===== src/rtl/tx_frame_encoder.sv =====
// tx_frame_encoder: TX stage after tx_controller. It assigns a sequence ID to each data
// frame, forces illegal headers to a PAUSE control frame, and appends a CRC over
// header+payload. The CRC seed is the ID snapshot for data frames and all-ones for
// control frames.
// Optional build macro TX_SCRAMBLER_EN adds a third stage. That stage is a
// self-synchronous x^58+x^39+1 scrambler over everything below the header.
// Clocking: clk. Reset: rst, synchronous, active-high.
module tx_frame_encoder #(
    parameter int FRAME_WIDTH    = 256,
    parameter int PAYLOAD_WIDTH  = 240,
    parameter int FRAME_ID_WIDTH = 8,
    parameter logic [FRAME_WIDTH-PAYLOAD_WIDTH-5:0] CRC_POLY = 12'h80F
) (
    input  logic                      clk,
    input  logic                      rst,
    input  logic [FRAME_WIDTH-1:0]    tx_frame,
    output logic [FRAME_WIDTH-1:0]    enc_frame,
    output logic                      enc_valid,
    output logic [FRAME_ID_WIDTH-1:0] tx_frame_id
);

    localparam int CRC_WIDTH  = FRAME_WIDTH - PAYLOAD_WIDTH - 4;
    localparam int BODY_WIDTH = FRAME_WIDTH - CRC_WIDTH;
    localparam int SCR_WIDTH  = FRAME_WIDTH - 2;
    // PAUSE-form control frame body that replaces any frame with an illegal header
    localparam logic [BODY_WIDTH-1:0] PAUSE_BODY = {2'b10, 16'h0010, {(BODY_WIDTH-18){1'b0}}};

    if ((CRC_WIDTH < FRAME_ID_WIDTH) || (CRC_WIDTH < 1)) begin : g_bad_params
        $error("tx_frame_encoder: CRC_WIDTH must be >= 1 and >= FRAME_ID_WIDTH");
    end

    // MSB-first, non-reflected CRC with no final XOR, starting from the given seed
    function automatic logic [CRC_WIDTH-1:0] crc_calc(input logic [BODY_WIDTH-1:0] body,
                                                      input logic [CRC_WIDTH-1:0]  seed);
        logic [CRC_WIDTH-1:0] crc;
        logic                 fb;
        crc = seed;
        for (int i = BODY_WIDTH - 1; i >= 0; i--) begin
            fb  = crc[CRC_WIDTH-1] ^ body[i];
            crc = crc << 1;
            if (fb) begin
                crc = crc ^ CRC_POLY;
            end else begin
                crc = crc;
            end
        end
        return crc;
    endfunction

    logic [BODY_WIDTH-1:0]     s1_body_s;
    logic                      s1_is_data_s;
    logic [BODY_WIDTH-1:0]     s1_body_r;
    logic                      s1_is_data_r;
    logic [FRAME_ID_WIDTH-1:0] s1_id_r;
    logic                      s1_valid_r;
    logic [FRAME_ID_WIDTH-1:0] id_cnt_r;
    logic [CRC_WIDTH-1:0]      seed_s;
    logic [CRC_WIDTH-1:0]      crc_s;
    logic [FRAME_WIDTH-1:0]    s2_frame_r;
    logic                      s2_valid_r;
    logic                      unused_crc_bits_s;

    // The incoming CRC field is overwritten, so its bits are deliberately dropped
    assign unused_crc_bits_s = ^tx_frame[CRC_WIDTH-1:0];

    // Classify the incoming header; illegal headers become a PAUSE control frame
    always_comb begin
        s1_body_s    = tx_frame[FRAME_WIDTH-1:CRC_WIDTH];
        s1_is_data_s = 1'b0;
        case (tx_frame[FRAME_WIDTH-1 -: 2])
            2'b01:   s1_is_data_s = 1'b1;
            2'b10:   s1_is_data_s = 1'b0;
            default: s1_body_s    = PAUSE_BODY;
        endcase
    end

    // Stage 1: capture the body and ID snapshot; only data frames advance the ID counter
    always_ff @(posedge clk) begin
        if (rst) begin
            s1_body_r    <= '0;
            s1_is_data_r <= 1'b0;
            s1_id_r      <= '0;
            s1_valid_r   <= 1'b0;
            id_cnt_r     <= '0;
        end else begin
            s1_body_r    <= s1_body_s;
            s1_is_data_r <= s1_is_data_s;
            s1_id_r      <= id_cnt_r;
            s1_valid_r   <= 1'b1;
            if (s1_is_data_s) begin
                id_cnt_r <= id_cnt_r + FRAME_ID_WIDTH'(1);
            end else begin
                id_cnt_r <= id_cnt_r;
            end
        end
    end

    // CRC seed: the ID hides inside the seed of data frames; control frames use all-ones
    always_comb begin
        if (s1_is_data_r) begin
            seed_s = CRC_WIDTH'(s1_id_r);
        end else begin
            seed_s = {CRC_WIDTH{1'b1}};
        end
        crc_s = crc_calc(s1_body_r, seed_s);
    end

    // Stage 2: append the CRC; the bubble left by reset is forced to zero
    always_ff @(posedge clk) begin
        if (rst) begin
            s2_frame_r <= '0;
            s2_valid_r <= 1'b0;
        end else if (s1_valid_r) begin
            s2_frame_r <= {s1_body_r, crc_s};
            s2_valid_r <= 1'b1;
        end else begin
            s2_frame_r <= '0;
            s2_valid_r <= 1'b0;
        end
    end

    assign tx_frame_id = id_cnt_r;

`ifdef TX_SCRAMBLER_EN
    // Self-synchronous x^58+x^39+1 scrambler, MSB first; returns {next_state, scrambled}
    function automatic logic [58+SCR_WIDTH-1:0] scramble(input logic [SCR_WIDTH-1:0] din,
                                                         input logic [57:0]          st_in);
        logic [57:0]          st;
        logic [SCR_WIDTH-1:0] dout;
        logic                 b;
        st   = st_in;
        dout = '0;
        for (int i = SCR_WIDTH - 1; i >= 0; i--) begin
            b       = din[i] ^ st[38] ^ st[57];
            dout[i] = b;
            st      = {st[56:0], b};
        end
        return {st, dout};
    endfunction

    logic [57:0]             scr_state_r;
    logic [58+SCR_WIDTH-1:0] scr_next_s;
    logic [FRAME_WIDTH-1:0]  s3_frame_r;
    logic                    s3_valid_r;

    // Scramble everything below the header using the running state
    always_comb begin
        scr_next_s = scramble(s2_frame_r[SCR_WIDTH-1:0], scr_state_r);
    end

    // Stage 3: the header passes through in clear; state advances only on real frames
    always_ff @(posedge clk) begin
        if (rst) begin
            s3_frame_r  <= '0;
            s3_valid_r  <= 1'b0;
            scr_state_r <= {58{1'b1}};
        end else if (s2_valid_r) begin
            s3_frame_r  <= {s2_frame_r[FRAME_WIDTH-1 -: 2], scr_next_s[SCR_WIDTH-1:0]};
            s3_valid_r  <= 1'b1;
            scr_state_r <= scr_next_s[58+SCR_WIDTH-1:SCR_WIDTH];
        end else begin
            s3_frame_r  <= '0;
            s3_valid_r  <= 1'b0;
            scr_state_r <= scr_state_r;
        end
    end

    assign enc_frame = s3_frame_r;
    assign enc_valid = s3_valid_r;
`else
    assign enc_frame = s2_frame_r;
    assign enc_valid = s2_valid_r;
`endif

endmodule


===== config.mk =====
export PLATFORM = sky130hd
export DESIGN_NAME = tx_frame_encoder
export DESIGN_NICKNAME = d
export VERILOG_FILES = /design/src/rtl/tx_frame_encoder.sv
export SDC_FILE = /design/constraint.sdc
export NUM_CORES = 1
export LEC_CHECK = 0
export CORE_UTILIZATION = 54
export DETAILED_ROUTE_END_ITERATION = 12
export PLACE_DENSITY = 0.95
export SETUP_SLACK_MARGIN = 0.05
export SYNTH_ARGS = -nofsm -noshare
export SYNTH_HDL_FRONTEND = slang
export SYNTH_SLANG_ARGS = --single-unit

===== constraint.sdc =====
create_clock -name clk -period 13.1 [get_ports clk]
set_input_delay 3.275 -clock clk [delete_from_list [all_inputs] [get_ports clk]]
set_output_delay 3.275 -clock clk [all_outputs]
set_load 0.03 [all_outputs]

Word-level counts from Yosys, hierarchy flattened
Index checks and enable logic that the tools add are counted.
Storage, ports and cells
  word-level logic and storage cells: 756
  bits in registers: 519
Operators by class
  bitwise logic cells: 491
  reductions and logical operators: 4
  eq/ne operators: 2
  multiplexer cells: 249
  add/subtract/negate cells: 1
Operators with widths (count)
  2-to-1 mux 12 bit: 245
  inverter 5 bit: 244
  2-to-1 mux 244 bit: 1
  bitwise XOR 1 bit: 244
  adder 8 x 1 -> 8 bit, second input constant: 1
  OR reduction 2 bit: 3
  2-to-1 mux 1 bit: 3
  inverter 1 bit: 3
  OR reduction 3 bit: 1
  == test 2 x 1 -> 1 bit, second input constant: 1
  == test 2 bit, second input constant: 1

Depth between registers and ports, before layout
Gate-level depths: netlist of run 1.
  word-level depth: 490
  depth in mapped cells: 18
  depth with buffers taken out: 17

Worst setup path before layout of run 1
Ideal clock, no wire load.
  path kind: register to register
  start: register s1_body_r[242]
  end: register s2_frame_r[11], in the netlist enc_frame[11]
  library setup time: 0.128 ns
  buffers on the path: 0
  setup slack: 6.878 ns
  clock period less this slack: 6.222 ns
  arrival time: 6.094 ns
  stages on the path, launching flop included: 18
  cell sequence: dfxtp_1 xnor3_2 xnor3_2 xor3_2 xnor3_1 xnor3_2 xnor2_4 xnor2_4 xor2_2 xnor3_2 xnor3_1 xnor2_2 xor3_2 xnor3_1 xnor3_2 xnor3_1 xnor2_1 nor2_1
RTL lines
  start, declared: line 52  | logic [BODY_WIDTH-1:0] s1_body_r;
  start signal, assigned: line 86  | s1_body_r <= s1_body_s;
  end signal, assigned: line 114  | s2_frame_r <= {s1_body_r, crc_s};
  end, declared: line 59  | logic [FRAME_WIDTH-1:0] s2_frame_r;

==> results of run 1 <==
[per-stage QoR]
step / cells / setup WS [ps] / instance area [µm²] / utilization, % / hold slack, ps
after floorplan: 1778 / 6880 / 22300 / - / 417
after global placement: 2768 / 6080 / 27900 / 68.4 / 459
after detailed placement: 2768 / 5990 / 27900 / 68.4 / 464
after CTS: 2858 / 5760 / 29600 / 72.8 / 475
after global routing: 2858 / 5550 / 29600 / 72.8 / 491
final: 2859 / 5680 / 29600 / 72.8 / 476
[Yosys cell counts]
master                     count  area share (%)
sky130_fd_sc_hd__nand2b_1      1           0.028
sky130_fd_sc_hd__nand2_1       7            0.12
sky130_fd_sc_hd__xnor2_2      18             1.3
sky130_fd_sc_hd__and3_1        1           0.028
sky130_fd_sc_hd__nor2_1       25            0.42
sky130_fd_sc_hd__nand3_1       1           0.022
sky130_fd_sc_hd__xor2_1      112             4.4
sky130_fd_sc_hd__xnor3_1     116              12
sky130_fd_sc_hd__nor2b_1      11            0.31
sky130_fd_sc_hd__nand4_1       2           0.056
sky130_fd_sc_hd__inv_1         5           0.084
sky130_fd_sc_hd__buf_2         1           0.022
sky130_fd_sc_hd__and2b_1       1           0.034
sky130_fd_sc_hd__and2_0        1           0.028
sky130_fd_sc_hd__ha_1          3            0.17
sky130_fd_sc_hd__clkbuf_1     55            0.93
sky130_fd_sc_hd__mux2i_1       1           0.045
sky130_fd_sc_hd__dfxtp_1     519              47
sky130_fd_sc_hd__xor2_2        5            0.37
sky130_fd_sc_hd__and2_1      488              14
sky130_fd_sc_hd__and4_1        1           0.039
sky130_fd_sc_hd__xor3_1       27             2.9
sky130_fd_sc_hd__xnor2_1     351              14
sky130_fd_sc_hd__xnor2_4       4            0.49
sky130_fd_sc_hd__xor3_2        5            0.56
sky130_fd_sc_hd__xnor3_2      16             1.7
sky130_fd_sc_hd__clkinv_1      1           0.017
[worst paths after layout]
check | end | slack (ps) | depth (start not counted)
worst max-delay path | enc_frame[11] | 5680 | 17
worst min register to register | enc_frame[92] | 480 | 1
worst min-delay path | enc_frame[92] | 480 | 1
worst max register to register | enc_frame[11] | 5680 | 17
[cell usage in the layout, fill, tap and decap left out, types with 3 or more instances in the layout]
cell type,netlist,final
sky130_fd_sc_hd__xnor3_1,116,116
sky130_fd_sc_hd__and2_1,488,488
sky130_fd_sc_hd__inv_1,5,5
sky130_fd_sc_hd__nor2b_1,11,11
sky130_fd_sc_hd__ha_1,3,3
sky130_fd_sc_hd__dfxtp_1,519,519
sky130_fd_sc_hd__nor2_1,25,24
sky130_fd_sc_hd__nand2_1,7,7
sky130_fd_sc_hd__xor3_2,5,5
sky130_fd_sc_hd__buf_4,0,4
sky130_fd_sc_hd__xor2_1,112,112
sky130_fd_sc_hd__xnor2_4,4,4
sky130_fd_sc_hd__xnor2_1,351,351
sky130_fd_sc_hd__clkbuf_1,55,6
sky130_fd_sc_hd__xor3_1,27,27
sky130_fd_sc_hd__bufinv_16,0,7
sky130_fd_sc_hd__inv_6,0,6
sky130_fd_sc_hd__xor2_2,5,5
sky130_fd_sc_hd__xnor2_2,18,18
sky130_fd_sc_hd__clkbuf_8,0,11
sky130_fd_sc_hd__clkinv_2,0,6
sky130_fd_sc_hd__xnor3_2,16,16
sky130_fd_sc_hd__clkdlybuf4s50_1,0,510
sky130_fd_sc_hd__clkbuf_16,0,51
[sequential cells by signal, indices dropped and copies added (netlist names)]
name	cells
enc_frame	256
enc_valid	1
s1_body_r	244
s1_id_r	8
s1_is_data_r	1
s1_valid_r	1
tx_frame_id	8
[critical path, stage by stage, from the launching register on]
cell and delay, ps:
sky130_fd_sc_hd__dfxtp_1 420, sky130_fd_sc_hd__xor2_1 150, sky130_fd_sc_hd__xnor2_1 630, sky130_fd_sc_hd__xor3_1 530, sky130_fd_sc_hd__xnor2_1 320, sky130_fd_sc_hd__xnor3_1 520
sky130_fd_sc_hd__xnor2_2 480, sky130_fd_sc_hd__xnor3_2 660, sky130_fd_sc_hd__xnor2_1 350, sky130_fd_sc_hd__xnor3_2 460, sky130_fd_sc_hd__xnor3_1 420, sky130_fd_sc_hd__xnor2_2 260
sky130_fd_sc_hd__xnor3_1 460, sky130_fd_sc_hd__xnor2_1 450, sky130_fd_sc_hd__xnor3_2 580, sky130_fd_sc_hd__xnor3_1 360, sky130_fd_sc_hd__xnor2_1 160, sky130_fd_sc_hd__nor2_1 60
[cells by family (layout without fill, tap and decap cells)]
group	after synthesis	after routing
multiplexers	1	1
adder cells (fa/ha/maj)	3	3
AND/OR/NAND/NOR	539	539
XOR/XNOR	654	654
other	0	1
flip-flops	519	519
buffers and inverters	62	610
[per-layer routing]
layer,part of all wire (%),wire [µm]
met1,37,22900
met2,53,33400
met3,5.5,3470
met4,4.8,3010
met5,0.018,11
[area by class of cell]
cell class	instances	area [µm²]
Clock inverter	22	322
Tap cell	532	666
Sequential cell	519	10400
Fill cell	2550	11100
Multi-Input combinational cell	1197	11600
Timing Repair Buffer	514	5130
Clock buffer	68	1450
Inverter	6	27.5
Antenna cell	1	2.50
==> impl_metrics.env, run 1 <==
export IMPL_run_status="completed"
export IMPL_wl_um=62800
export IMPL_hold_buffers=0
export IMPL_post_route_cells_drive_above_1_share_pct=5.93
export IMPL_cts_buffers=50
export IMPL_post_synth_fa_ha_maj_area_fraction_pct=0.169
export IMPL_maxSlewHeadroom_pct=25.1
export IMPL_drtPass1Iterations=4
export IMPL_xor_and_xnor_area_share_after_synthesis_pct=37.3
export IMPL_place_congestion=0.910
export IMPL_cts_resized=0
export IMPL_timing_fmax_mhz=135
export IMPL_mux_contribution_to_synthesized_area_pct=0.0450
export IMPL_yosys_area_share_simple_pct=14.8
export IMPL_post_route_period_util_pct=56.6
export IMPL_worstHoldPathType="reg -> reg"
export IMPL_numPortBuffers=510
export IMPL_drt_drc_violations_left=0
export IMPL_die_y_um=205
export IMPL_post_route_min_period_ps=7420
export IMPL_num_rows=74
export IMPL_synth_warnings=0
export IMPL_syn_to_final_growth_pct=33.1
export IMPL_worstPathRequired_ps=13560
export IMPL_worstPathMaxFanout=7
export IMPL_met1_use_gr_pct=31.1
export IMPL_cts_root_to_sink_buffers=3
export IMPL_syn_mean_instance_area_um2=12.5
export IMPL_cp_startpoint="s1_body_r[226]"
export IMPL_least_margin_pin_slew_ps=1120
export IMPL_synth_fp_nets=2039
export IMPL_ctsHtreeMaxLevel=2
export IMPL_globalRouteTotalUtil_pct=29.6
export IMPL_route_detailed_wl_per_inst_um=22.0
export IMPL_synth_sequential_area_ratio_pct=46.7
export IMPL_start_kind="register"
export IMPL_synth_area_in_compound_gates_pct=0
export IMPL_crit_arrival_ps=7880
export IMPL_gate_count_post_synth=1778
export IMPL_grt_pass1_wl_um=91300
export IMPL_clk_transition_reported_paths_ps=60
export IMPL_placeableCoreArea_um2=40700
export IMPL_clock_root_buffer="sky130_fd_sc_hd__clkbuf_16"
export IMPL_initial_utilization_pct=54.7
export IMPL_drv_slew=0
export IMPL_met2_track_usage_gr_pct=55.7
export IMPL_fin_setup_tns_ps=0
export IMPL_setup_viol_count_final=0
export IMPL_dr_total_vias=14000
export IMPL_synth_cell_area_um2=22300
export IMPL_criticalPathCategory="reg -> reg"
export IMPL_synth_top_family_by_area="XOR/XNOR gates"
export IMPL_boundaryPins=523
export IMPL_vias_per_cell=4.90
export IMPL_grt_start_max_net_pins=136
export IMPL_synth_distinct_cells=27
export IMPL_post_cts_buffers=0
export IMPL_critical_path_reg2reg_startpoint="s1_body_r[226]"
export IMPL_setup_worst_path_end_class="register"
export IMPL_width_of_the_die_um=205
export IMPL_cts_tree="yes"
export IMPL_detail_route_antenna_nets=0
export IMPL_floorplan_die_area_um2=42000
export IMPL_globalRouteMet3Util_pct=5.85
export IMPL_finClkSkew_ps=14.3
export IMPL_unrepaired_setup_endpoints_after_global_routing="no"
export IMPL_first_global_vias=15300
export IMPL_cap_violations=0
export IMPL_worstHoldStart="s1_body_r[80]"
export IMPL_clkLatencyLatePin_ps=590
export IMPL_hold_viol=0
export IMPL_nets=2549
export IMPL_gr_total_overflow=0
export IMPL_drt_iter0_drc=600
export IMPL_grt_antenna_before_repair=1
export IMPL_post_dp_hpwl_um=46100
export IMPL_cts_sink_count=519
export IMPL_postSynthRegisterBits=519
export IMPL_grt_busiest_layer="met2"
Power of run 1 is not shown: default switching activity piles up to over one toggle a cycle in this logic, so the estimate is an artifact.
==> run 2: changes to the inputs <==
- CORE_UTILIZATION: 54 -> 50
- PLACE_DENSITY: 0.95 -> 0.92
- clock period: 13.1 -> 7.6 ns (I/O delays scaled with it)
==> run 2 against run 1 <==
Final cell count up 1.8%. Critical path depth unchanged. Wire length up 0.91%. Final area up 0.16%. Hold slack worse by 18 ps.
==> impl_metrics.env, run 2 (synthesized netlist as in run 1, its figures left out) <==
export IMPL_num_rows=76
export IMPL_clkLatencyLatePin_ps=600
export IMPL_hold_buffers=0
export IMPL_timing_critical_path_buf_inv=0
export IMPL_detail_route_antenna_nets=0
export IMPL_least_margin_pin_slew_ps=964
export IMPL_route_detailed_wl_per_inst_um=21.8
export IMPL_placeableCoreArea_um2=43500
export IMPL_cts_tree="yes"
export IMPL_vias_per_cell=4.83
export IMPL_drtPass1Iterations=5
export IMPL_post_route_cells_drive_above_1_share_pct=6.02
export IMPL_run_status="completed"
export IMPL_post_route_min_period_ps=7210
export IMPL_cts_root_to_sink_buffers=3
export IMPL_cts_buffers=50
export IMPL_nets=2549
export IMPL_syn_to_final_growth_pct=33.3
export IMPL_unrepaired_setup_endpoints_after_global_routing="no"
export IMPL_finClkSkew_ps=29.1
export IMPL_ctsHtreeMaxLevel=2
export IMPL_number_of_flip_flops_under_the_largest_register_name=256
export IMPL_floorplan_die_area_um2=45400
export IMPL_drv_slew=0
export IMPL_timing_fmax_mhz=139
export IMPL_reg2reg_setup_slack_ps=390
export IMPL_die_y_um=213
export IMPL_drt_iter0_drc=726
export IMPL_grt_pass1_wl_um=91200
export IMPL_initial_utilization_pct=51.2
export IMPL_gr_total_overflow=0
export IMPL_timing_critical_path_max_delay_family="XOR/XNOR gates"
export IMPL_layout_commonest_cell="sky130_fd_sc_hd__dfxtp_1"
export IMPL_grt_antenna_before_repair=3
export IMPL_cap_violations=0
export IMPL_post_cts_buffers=0
export IMPL_setup_viol_count_final=0
export IMPL_first_global_vias=15100
export IMPL_numPortBuffers=510
export IMPL_antenna_cells=0
export IMPL_worstHoldPathType="reg -> reg"
export IMPL_cts_resized=0
export IMPL_crit_path_top_delay_cell="sky130_fd_sc_hd__xnor3_2"
export IMPL_crit_arrival_ps=7640
export IMPL_cts_sink_count=519
export IMPL_fin_setup_tns_ps=0
export IMPL_place_congestion=0.921
export IMPL_max_stage_delay_ps=590
export IMPL_wl_um=63400
export IMPL_post_dp_hpwl_um=47500
export IMPL_clk_transition_reported_paths_ps=70
export IMPL_drt_drc_violations_left=0
export IMPL_maxSlewHeadroom_pct=35.7
export IMPL_criticalPathCategory="reg -> reg"
export IMPL_start_kind="register"
export IMPL_width_of_the_die_um=213
export IMPL_crit_chain="xnor3_2 -> xnor3_2 -> xnor3_1 -> xnor3_1 -> xnor2_1 -> xnor3_1 -> xor2_1 -> xor3_1 -> xor2_1 -> xnor3_1 -> xor3_2 -> xor3_2 -> xnor3_1 -> xnor3_2 -> xnor3_1 -> xnor2_1 -> nor2_1"
export IMPL_clock_root_buffer="sky130_fd_sc_hd__clkbuf_16"
export IMPL_setup_worst_path_end_class="register"
export IMPL_boundaryPins=523
export IMPL_crit_top_cell="sky130_fd_sc_hd__xnor3_1"
export IMPL_most_common_layout_cells="sky130_fd_sc_hd__dfxtp_1 (519), sky130_fd_sc_hd__clkdlybuf4s50_1 (510), sky130_fd_sc_hd__and2_1 (488), sky130_fd_sc_hd__xnor2_1 (351), sky130_fd_sc_hd__xnor3_1 (116)"
export IMPL_hold_viol=0
export IMPL_dr_total_vias=14100
export IMPL_post_route_period_util_pct=94.8
export IMPL_worstPathRequired_ps=8030
export IMPL_globalRouteTotalUtil_pct=27.7
export IMPL_grt_start_max_net_pins=243
export IMPL_worstPathMaxFanout=5
==> run 2: cell types whose count changed in the layout (fill, tap and decap cells not counted), moves of 2 or more <==
cell | before | now
sky130_fd_sc_hd__clkbuf_1 | 6 | 3
sky130_fd_sc_hd__clkbuf_8 | 11 | 14
sky130_fd_sc_hd__inv_6 | 6 | 3
sky130_fd_sc_hd__bufinv_16 | 7 | 5
sky130_fd_sc_hd__clkinv_2 | 6 | 9
==> run 2: per-stage QoR <==
step           cell area (µm²)  cells  setup WS, ps  hold WS [ps]  util (%)
2_1_floorplan            22300   1778          1380           417         -
3_3_place_gp             27900   2821           668           453      64.3
3_5_place_dp             27900   2821           478           456      64.3
4_1_cts                  29700   2910           436           458      68.3
5_1_grt                  29700   2910           162           491      68.3
6_report                 29700   2910           392           459      68.3
==> run 2: worst reg2reg max path: stages (launching register included) <==
cell and delay [ps]:
sky130_fd_sc_hd__dfxtp_1 490, sky130_fd_sc_hd__xnor3_2 590, sky130_fd_sc_hd__xnor3_2 550, sky130_fd_sc_hd__xnor3_1 450, sky130_fd_sc_hd__xnor3_1 310, sky130_fd_sc_hd__xnor2_1 400
sky130_fd_sc_hd__xnor3_1 430, sky130_fd_sc_hd__xor2_1 400, sky130_fd_sc_hd__xor3_1 560, sky130_fd_sc_hd__xor2_1 180, sky130_fd_sc_hd__xnor3_1 330, sky130_fd_sc_hd__xor3_2 460
sky130_fd_sc_hd__xor3_2 450, sky130_fd_sc_hd__xnor3_1 440, sky130_fd_sc_hd__xnor3_2 450, sky130_fd_sc_hd__xnor3_1 370, sky130_fd_sc_hd__xnor2_1 150, sky130_fd_sc_hd__nor2_1 60
==> run 2: final timing paths <==
kind / depth (start not counted) / endpoint / start
worst max-delay path: 17 / enc_frame[11] / s1_body_r[242]
worst max register to register: 17 / enc_frame[11] / s1_body_r[242]
worst min register to register: 2 / enc_frame[128] / s1_body_r[116]
worst min-delay path: 2 / enc_frame[128] / s1_body_r[116]
==> run 2: area by class of cell <==
| cell class | instances | area (µm²) |
|---|---|---|
| clock buffer | 68 | 1480 |
| clock inverter | 21 | 264 |
| fill | 2946 | 13800 |
| inverter | 6 | 27.5 |
| multi-input combinational | 1197 | 11600 |
| sequential | 519 | 10400 |
| tap | 585 | 732 |
| timing repair buffer | 514 | 5150 |
==> run 2: metal layers <==
metal / part of all wire [%] / wire length, µm / track usage (%)
met2: 53 / 33300 / 51.7
met1: 36 / 23100 / 29.1
met3: 6.0 / 3820 / 5.65
met4: 4.8 / 3060 / 14.2
met5: 0.055 / 35 / 0
Power of run 2 is left out for the same reason.
==> run 3: changes to the inputs <==
- CORE_ASPECT_RATIO: unset -> 1.75
- CTS_CLUSTER_DIAMETER: unset -> 60
==> run 3 against run 2 <==
Wire length increased by 4.3%. Hold slack better by 2.4 ps. Count of clock-buffer cells in the layout is 5 lower. Die area about the same. Critical endpoint unchanged. Fmax grew 0.70%. Register-to-register slack better by 50 ps.
==> impl_metrics.env, run 3 (synthesized netlist as in run 1, its figures left out) <==
export IMPL_run_status="completed"
export IMPL_post_dp_hpwl_um=52500
export IMPL_fin_setup_tns_ps=0
export IMPL_finClkSkew_ps=19.3
export IMPL_grt_pass1_wl_um=93400
export IMPL_number_of_flip_flops_under_the_largest_register_name=256
export IMPL_cts_root_to_sink_buffers=3
export IMPL_routed_wl_met2_um=37600
export IMPL_drv_slew=0
export IMPL_setup_worst_path_end_class="register"
export IMPL_grt_antenna_before_repair=11
export IMPL_reg2regPathDepth=17
export IMPL_placeableCoreArea_um2=43600
export IMPL_post_cts_buffers=0
export IMPL_hold_viol=0
export IMPL_crit_path_top_delay_cell="sky130_fd_sc_hd__xnor2_1"
export IMPL_globalRouteTotalUtil_pct=28.8
export IMPL_crit_top_cell="sky130_fd_sc_hd__xnor3_1"
export IMPL_nets=2549
export IMPL_num_rows=101
export IMPL_boundaryPins=523
export IMPL_dr_total_vias=13900
export IMPL_clkLatencyLatePin_ps=570
export IMPL_critical_path_reg2reg_endpoint="enc_frame[11]"
export IMPL_cap_violations=0
export IMPL_dp_slack_ps=465
export IMPL_cts_buffers=47
export IMPL_worstHoldStart="s1_body_r[207]"
export IMPL_ctsHtreeMaxLevel=2
export IMPL_drt_iter0_drc=549
export IMPL_least_margin_pin_slew_ps=1040
export IMPL_dr_wl_met3_um=2580
export IMPL_drtPass1Iterations=4
export IMPL_route_detailed_wl_per_inst_um=22.8
export IMPL_nFillCells=3069
export IMPL_clock_root_buffer="sky130_fd_sc_hd__clkbuf_16"
export IMPL_grt_start_max_net_pins=139
export IMPL_syn_to_final_growth_pct=32.7
export IMPL_maxSlewHeadroom_pct=30.8
export IMPL_cts_tree="yes"
export IMPL_drt_drc_violations_left=0
export IMPL_hold_buffers=0
export IMPL_worstPathMaxFanout=5
export IMPL_floorplan_die_area_um2=45400
export IMPL_first_global_vias=15200
export IMPL_vias_per_cell=4.79
export IMPL_post_route_cells_drive_above_1_share_pct=5.64
export IMPL_initial_utilization_pct=51.1
export IMPL_routedLengthMet1_um=20400
export IMPL_worstPathRequired_ps=8030
export IMPL_crit_chain="xnor3_1 -> xnor3_1 -> xnor3_2 -> xnor2_2 -> xnor3_1 -> xnor2_1 -> xnor2_1 -> xnor3_1 -> xnor3_1 -> xor3_1 -> xnor3_1 -> xnor3_1 -> xnor2_1 -> xnor3_1 -> xnor3_2 -> xnor2_1 -> nor2_1"
export IMPL_layout_commonest_cell="sky130_fd_sc_hd__dfxtp_1"
export IMPL_critical_path_reg2reg_startpoint="s1_body_r[240]"
export IMPL_cts_resized=0
export IMPL_post_route_min_period_ps=7160
export IMPL_clk_transition_reported_paths_ps=70
export IMPL_place_congestion=0.930
export IMPL_width_of_the_die_um=162
export IMPL_post_route_period_util_pct=94.2
export IMPL_hold_end="enc_frame[219]"
export IMPL_setup_viol_count_final=0
export IMPL_numPortBuffers=510
export IMPL_criticalPathCategory="reg -> reg"
export IMPL_worstHoldPathType="reg -> reg"
export IMPL_die_y_um=281
export IMPL_hold_depth=2
export IMPL_timing_fmax_mhz=140
export IMPL_detail_route_antenna_nets=0
export IMPL_wl_um=66100
export IMPL_unrepaired_setup_endpoints_after_global_routing="no"
export IMPL_cts_sink_count=519
export IMPL_crit_arrival_ps=7590
export IMPL_gr_total_overflow=0
export IMPL_postLayoutSetupSlackWorst_ps=441
export IMPL_start_kind="register"
export IMPL_reg2reg_setup_slack_ps=440
export IMPL_maxUsedRoutingLayer="met5"
export IMPL_most_common_layout_cells="sky130_fd_sc_hd__dfxtp_1 (519), sky130_fd_sc_hd__clkdlybuf4s50_1 (510), sky130_fd_sc_hd__and2_1 (488), sky130_fd_sc_hd__xnor2_1 (351), sky130_fd_sc_hd__xnor3_1 (116)"
export IMPL_max_stage_delay_ps=610
-- run 3: changes by cell type in the layout (fill, tap and decap cells not counted), sizes merged --
cell,change
clkbuf,-5
buf,+3
clkinv,-2
inv,+2
diode,+10
-- run 3: worst max-delay path: cells and delay by family (launching register included) --
kind	cells	cell delay (ps)
XOR/XNOR	16	6570
AND/OR/NAND/NOR	1	60
flip-flops	1	390
-- run 3: layout make-up --
cell class                      count  area, µm²  area share [%]
Multi-Input combinational cell   1197      11600            39.4
Sequential cell                   519      10400            35.2
Timing Repair Buffer              517       5160            17.5
Clock buffer                       63       1300            4.39
Tap cell                          566        708            2.40
Clock inverter                     21        294           0.995
Inverter                            6       27.5          0.0932
Antenna cell                       10       25.0          0.0847
-- run 3: worst max path at each step --
stage,start,to,slack (ps),cells after the start
6_report,s1_body_r[240],enc_frame[11],440,17
5_1_grt,s1_is_data_r,enc_frame[11],250,17
4_1_cts,s1_is_data_r,enc_frame[11],430,17
3_5_place_dp,s1_is_data_r,enc_frame[11],470,17
3_3_place_gp,s1_body_r[242],enc_frame[11],590,17
2_1_floorplan,s1_body_r[242],enc_frame[11],1380,17
-- run 3: through the flow --
| stage | cell area (µm²) | utilization (%) | cells | hold WS (ps) |
|---|---|---|---|---|
| global route | 29500 | 67.8 | 2899 | 485 |
| CTS | 29500 | 67.7 | 2889 | 462 |
| detailed placement | 27900 | 64.1 | 2805 | 451 |
| global placement | 27900 | 64.1 | 2805 | 438 |
| floorplan | 22300 | - | 1778 | 417 |
| finish | 29500 | 67.8 | 2899 | 461 |
-- run 3: routing by layer --
layer,GRT usage [%],vias up
li1,-,6537
met1,25.0,6637
met2,57.6,504
met3,4.12,209
met4,22.1,4
met5,0,-
Power of run 3 is left out for the same reason.
